$ cat config.mk
export PLATFORM = sky130hd
export DESIGN_NAME = serial_bit_collector
export DESIGN_NICKNAME = d
export VERILOG_FILES = /design/src/rtl/serial_bit_collector.sv
export SDC_FILE = /design/constraint.sdc
export NUM_CORES = 1
export LEC_CHECK = 0
export BUFFER_PORTS_ARGS = -buffer_cell sky130_fd_sc_hd__buf_2
export CAP_MARGIN = 30
export CORE_MARGIN = 1
export CORE_UTILIZATION = 62
export DETAILED_ROUTE_END_ITERATION = 12
export PLACE_DENSITY = 0.9
export REMOVE_ABC_BUFFERS = 1
export SLEW_MARGIN = 20
export SYNTH_ARGS = -nofsm -noshare
export SYNTH_HDL_FRONTEND = slang
export SYNTH_SLANG_ARGS = --single-unit
$ cat constraint.sdc
create_clock -name clk -period 5.55 [get_ports clk]
set_input_delay 0.8325 -clock clk [delete_from_list [all_inputs] [get_ports clk]]
set_output_delay 0.8325 -clock clk [all_outputs]
set_load 0.05 [all_outputs]
$ cat src/rtl/serial_bit_collector.sv
// Serial-to-word collector: gathers qualified bits MSB-first into WIDTH-bit words and queues them in a 2-entry valid/ready buffer.
// Optional feature macro PARITY_CHECK_EN appends an even-parity bit to every word and adds the parity_err output.
module serial_bit_collector #(
   parameter int WIDTH = 8,
   parameter int DEPTH = 2
) (
   input  logic                      clk,
   input  logic                      rst_n,
   input  logic                      bit_in,
   input  logic                      bit_vld,
   input  logic                      frame_rst,
   output logic [WIDTH-1:0]          out_data,
   output logic                      out_valid,
   input  logic                      out_ready,
   output logic                      overflow,
   input  logic                      ovf_clr,
   output logic [$clog2(WIDTH):0]    bit_cnt
`ifdef PARITY_CHECK_EN
   ,
   output logic                      parity_err
`endif
);

   localparam int CW = $clog2(WIDTH) + 1;
   localparam int PW = $clog2(DEPTH);
   localparam logic [CW-1:0] CNT_ONE = CW'(1);

   typedef enum logic [0:0] {
      ST_COLLECT = 1'b0,
      ST_PARITY  = 1'b1
   } state_e;

`ifdef PARITY_CHECK_EN
   // Returns 1 when the data word plus its parity bit has an odd number of ones.
   function automatic logic parity_bad(input logic [WIDTH-1:0] word, input logic par);
      return (^word) ^ par;
   endfunction
`endif

   state_e               state_r, state_n;
   logic [WIDTH-1:0]     shreg_r, shreg_n;
   logic [CW-1:0]        cnt_r, cnt_n;
   logic [PW:0]          wr_ptr_r, wr_ptr_n, rd_ptr_r, rd_ptr_n;
   logic [WIDTH-1:0]     mem_r [DEPTH];
   logic [WIDTH-1:0]     mem_n [DEPTH];
   logic [WIDTH-1:0]     out_data_r, out_data_n;
   logic                 out_valid_r, out_valid_n;
   logic                 overflow_r, overflow_n;
   logic                 perr_r, perr_n;
   logic                 push_s, pop_s, full_s, accept_s;
   logic [WIDTH-1:0]     word_s;

   // Word assembly FSM: shift register, bit counter and word-complete strobe.
   always_comb begin
      state_n = state_r;
      shreg_n = shreg_r;
      cnt_n   = cnt_r;
      push_s  = 1'b0;
      word_s  = shreg_r;
      perr_n  = 1'b0;
      if (frame_rst) begin
         state_n = ST_COLLECT;
         shreg_n = '0;
         cnt_n   = '0;
      end else if (bit_vld) begin
         case (state_r)
            ST_COLLECT: begin
               shreg_n = {shreg_r[WIDTH-2:0], bit_in};
               if (cnt_r == CW'(WIDTH - 1)) begin
`ifdef PARITY_CHECK_EN
                  cnt_n   = CW'(WIDTH);
                  state_n = ST_PARITY;
`else
                  cnt_n   = '0;
                  push_s  = 1'b1;
                  word_s  = {shreg_r[WIDTH-2:0], bit_in};
`endif
               end else begin
                  cnt_n = cnt_r + CNT_ONE;
               end
            end
            ST_PARITY: begin
               push_s  = 1'b1;
               word_s  = shreg_r;
`ifdef PARITY_CHECK_EN
               perr_n  = parity_bad(shreg_r, bit_in);
`endif
               shreg_n = '0;
               cnt_n   = '0;
               state_n = ST_COLLECT;
            end
            default: begin
               state_n = ST_COLLECT;
               cnt_n   = '0;
            end
         endcase
      end else begin
         state_n = state_r;
      end
   end

   // Output buffer: pop before push so a full buffer can accept a word on a draining cycle.
   always_comb begin
      pop_s    = out_valid_r & out_ready;
      full_s   = (wr_ptr_r[PW-1:0] == rd_ptr_r[PW-1:0]) && (wr_ptr_r[PW] != rd_ptr_r[PW]);
      accept_s = push_s & (~full_s | pop_s);
      rd_ptr_n = rd_ptr_r + {{PW{1'b0}}, pop_s};
      wr_ptr_n = wr_ptr_r + {{PW{1'b0}}, accept_s};
      mem_n    = mem_r;
      if (accept_s) begin
         mem_n[wr_ptr_r[PW-1:0]] = word_s;
      end else begin
         mem_n = mem_r;
      end
      out_data_n  = mem_n[rd_ptr_n[PW-1:0]];
      out_valid_n = (rd_ptr_n != wr_ptr_n);
      if (push_s && !accept_s) begin
         overflow_n = 1'b1;
      end else if (ovf_clr) begin
         overflow_n = 1'b0;
      end else begin
         overflow_n = overflow_r;
      end
   end

   // State and output registers.
   always_ff @(posedge clk or negedge rst_n) begin
      if (!rst_n) begin
         state_r     <= ST_COLLECT;
         shreg_r     <= '0;
         cnt_r       <= '0;
         wr_ptr_r    <= '0;
         rd_ptr_r    <= '0;
         for (int i = 0; i < DEPTH; i++) mem_r[i] <= '0;
         out_data_r  <= '0;
         out_valid_r <= 1'b0;
         overflow_r  <= 1'b0;
         perr_r      <= 1'b0;
      end else begin
         state_r     <= state_n;
         shreg_r     <= shreg_n;
         cnt_r       <= cnt_n;
         wr_ptr_r    <= wr_ptr_n;
         rd_ptr_r    <= rd_ptr_n;
         for (int i = 0; i < DEPTH; i++) mem_r[i] <= mem_n[i];
         out_data_r  <= out_data_n;
         out_valid_r <= out_valid_n;
         overflow_r  <= overflow_n;
         perr_r      <= perr_n;
      end
   end

   assign out_data  = out_data_r;
   assign out_valid = out_valid_r;
   assign overflow  = overflow_r;
   assign bit_cnt   = cnt_r;
`ifdef PARITY_CHECK_EN
   assign parity_err = perr_r;
`else
   logic unused_perr_s;
   assign unused_perr_s = perr_r;
`endif

endmodule

==> reports/qor.yml <==
route:
  wl_um: 3680
  wl_per_cell_um: 15.9
  via_count: 1394
  viasPerCell: 6.03
  initialDrtViolationCount: 67
  firstDrtPassIters: 4
  ant_nets: 0
  drc: 0
min_path:
  min_path_type: "in2async"
clocking:
  cts_setup_buffers: 0
  cts_buffers: 5
  clkSinkCount: 41
  ctsHoldBuffers: 0
  clk_latency_ns: 0.36
  ctsResizeCount: 0
  cts_tree: "built"
  clockBufferDepth: 2
  clk_pin_slew_ns: 0.12
  htreeDepth: 2
  cts_root_buf: "clkbuf_4"
floorplan:
  die_w_um: 58.8
  start_util: 0.655
  die_area_um2: 3450
  die_y_um: 58.8
  boundaryPins: 21
  core_area_um2: 3050
  rows: 20
finish:
  seqCellArea_um2: 1030
  syn2layout_area_growth_pct: 8.39
  fin_area_um2: 2170
  layout-drive-gt1-share: 0.294
  filler_cell_count: 225
  multi_input_area_um2: 902
  diodes: 0
  post-route-util: 0.709
  nets: 196
logic_synthesis:
  synth-seq-cells: 41
  syn_inst: 169
  yosysWarningCount: 0
  syn-cell-area_um2: 2000
  avgSynthCellArea_um2: 11.8
  ys_types: 37
  ys_seq_area_frac: 0.513
critical_path:
  crit_type: "reg2reg"
  ff2ff_path_depth: 4
  crit_cells: 4
  path_max_fanout: 26
  path_cells: "xor2_2 -> nor3_4 -> or3_1 -> mux2_4"
  critPathMaxStageDelay_ns: 0.79
  cpMaxStageDelayCell: "nor3_4"
  r2r_end: "mem_r[10]"
  start_kind: "register"
  cp_num_buf_inv: 0
  cp-end-kind: "register"
  arrival_ns: 3.03
  rr_startpoint: "wr_ptr_r[0]"
  crit_required_ns: 5.80
  r2r_slack_ns: 2.77
  critPathTopFamily: "simple AND/OR/NAND/NOR gates"
sta:
  rsz0062_at_grt: "false"
  slew_violations: 0
  clock_skew_ns: 0.0111
  finalSetupViolCount: 0
  setup_slack_ns: 2.77
  fin_setup_tns_ns: 0
  period_needed_ns: 2.78
  relSlewSlack: 0.395
  max_freq_ghz: 0.360
  worst_slew_pin_slew_ns: 0.905
  fin_crit_sh: 0.501
  hold_viol: 0
status:
  status: "finished clean"
power:
  peakVddDrop_v: 0.000201
  p_leak_nw: 1.07
  p_per_area_nw_per_um2: 340
  totalPowerFinal_uw: 736
placement:
  io_buffers: 20
  pre_cts_slack_ns: 2.51
  placed_cell_area_um2: 2090
  dp_hpwl_um: 2420
  finalWeightedCongestion: 0.813
grt:
  overflow: 0
  grt_pass1_wl_um: 6310
  antenna_found_initial: 0
  grt_max_degree: 42
  track_usage: 0.251
  grt_pass1_vias: 1288
run:
  drv_cap: 0
## state kept, by name, summed over array words and instances (netlist names)
name       cells
shreg_r        7
overflow       1
rd_ptr_r       2
out_valid      1
out_data       8
bit_cnt        4
mem_r         16
wr_ptr_r       2
## report_power, final
group	switching [mW]	internal (mW)	total (mW)
sequential	0.0127	0.318	0.331
combinational	0.169	0.0936	0.263
clock	0.0940	0.0483	0.142
## routing by layer
layer | track usage | up-vias | part of all wire
met5 | 0 | - | 0
met4 | 0.0918 | 0 | 0.011
met3 | 0.0879 | 6 | 0.060
met2 | 0.390 | 46 | 0.49
met1 | 0.325 | 694 | 0.43
li1 | - | 648 | -
## cell families after synthesis
group | Yosys count | synth area share
AOI/OAI and AO/OA | 37 | 0.139
DFF | 41 | 0.513
adders and majority gates | 3 | 0.0188
buffers and inverters | 14 | 0.0351
xor gates and xnor gates | 7 | 0.0344
muxes | 24 | 0.145
and+or+nand+nor | 43 | 0.114
## stage by stage
step / instances / hold WS (ns)
global route: 231 / 0.344
floorplan: 158 / 0.481
finish: 231 / 0.338
detailed placement: 222 / 0.500
CTS: 230 / 0.528
global placement: 222 / 0.490
## worst max path at each step
stage / start / end / slack (ns)
floorplan: out_ready / out_data[2] / 3.00
global placement: bit_vld / mem_r[10] / 2.59
detailed placement: out_ready / out_data[2] / 2.51
CTS: wr_ptr_r[0] / mem_r[9] / 2.80
global route: wr_ptr_r[0] / mem_r[13] / 2.64
finish: wr_ptr_r[0] / mem_r[10] / 2.77
## Yosys cell counts
cell | number | area share
o211ai_1 | 6 | 0.023
a21oi_1 | 7 | 0.018
mux2i_1 | 8 | 0.040
nand4_1 | 1 | 0.0031
xor2_2 | 1 | 0.0081
nand2b_1 | 2 | 0.0063
dfrtp_1 | 41 | 0.51
inv_1 | 2 | 0.0038
o221a_2 | 2 | 0.011
nor2_1 | 12 | 0.023
xnor2_1 | 3 | 0.013
o21ai_0 | 2 | 0.0050
nand2_1 | 10 | 0.019
clkbuf_1 | 6 | 0.011
or3_1 | 2 | 0.0063
and3b_1 | 1 | 0.0044
xor2_1 | 3 | 0.013
nor3_4 | 1 | 0.0081
or2_2 | 6 | 0.019
ha_1 | 3 | 0.019
o31ai_1 | 1 | 0.0038
nand3b_1 | 1 | 0.0038
nor2b_1 | 1 | 0.0031
buf_1 | 1 | 0.0019
o41ai_1 | 6 | 0.026
nor2_2 | 1 | 0.0031
or4_1 | 2 | 0.0075
mux2_4 | 8 | 0.060
clkinv_1 | 1 | 0.0019
nand3_1 | 2 | 0.0050
o31a_1 | 6 | 0.026
and2_1 | 1 | 0.0031
buf_6 | 2 | 0.011
buf_2 | 2 | 0.0050
a22oi_1 | 6 | 0.023
mux2_2 | 8 | 0.045
o21a_1 | 1 | 0.0038
## layout by cell type, fill, tap and decap left out, types with 5 or more instances in the layout
master,netlist,routed
a21oi_1,7,7
a22oi_1,6,6
buf_2,2,20
clkbuf_4,0,5
dfrtp_1,41,41
mux2_2,8,8
mux2_4,8,8
mux2i_1,8,8
nand2_1,10,10
nor2_1,12,12
o211ai_1,6,6
o31a_1,6,6
o41ai_1,6,6
or2_2,6,6
## layout make-up
cell class,instances,share of cell area
Clock buffer,6,0.0191
Tap cell,44,0.0254
Inverter,3,0.00520
Sequential cell,41,0.474
Timing Repair Buffer,21,0.0555
Multi-Input combinational cell,114,0.417
Clock inverter,2,0.00462
## worst register-to-register path: stages, from the launching register on
cell	delay, ns
dfrtp_1	0.77
xor2_2	0.18
nor3_4	0.79
or3_1	0.59
mux2_4	0.35
No activity file was read; power rests on OpenSTA's default activity.
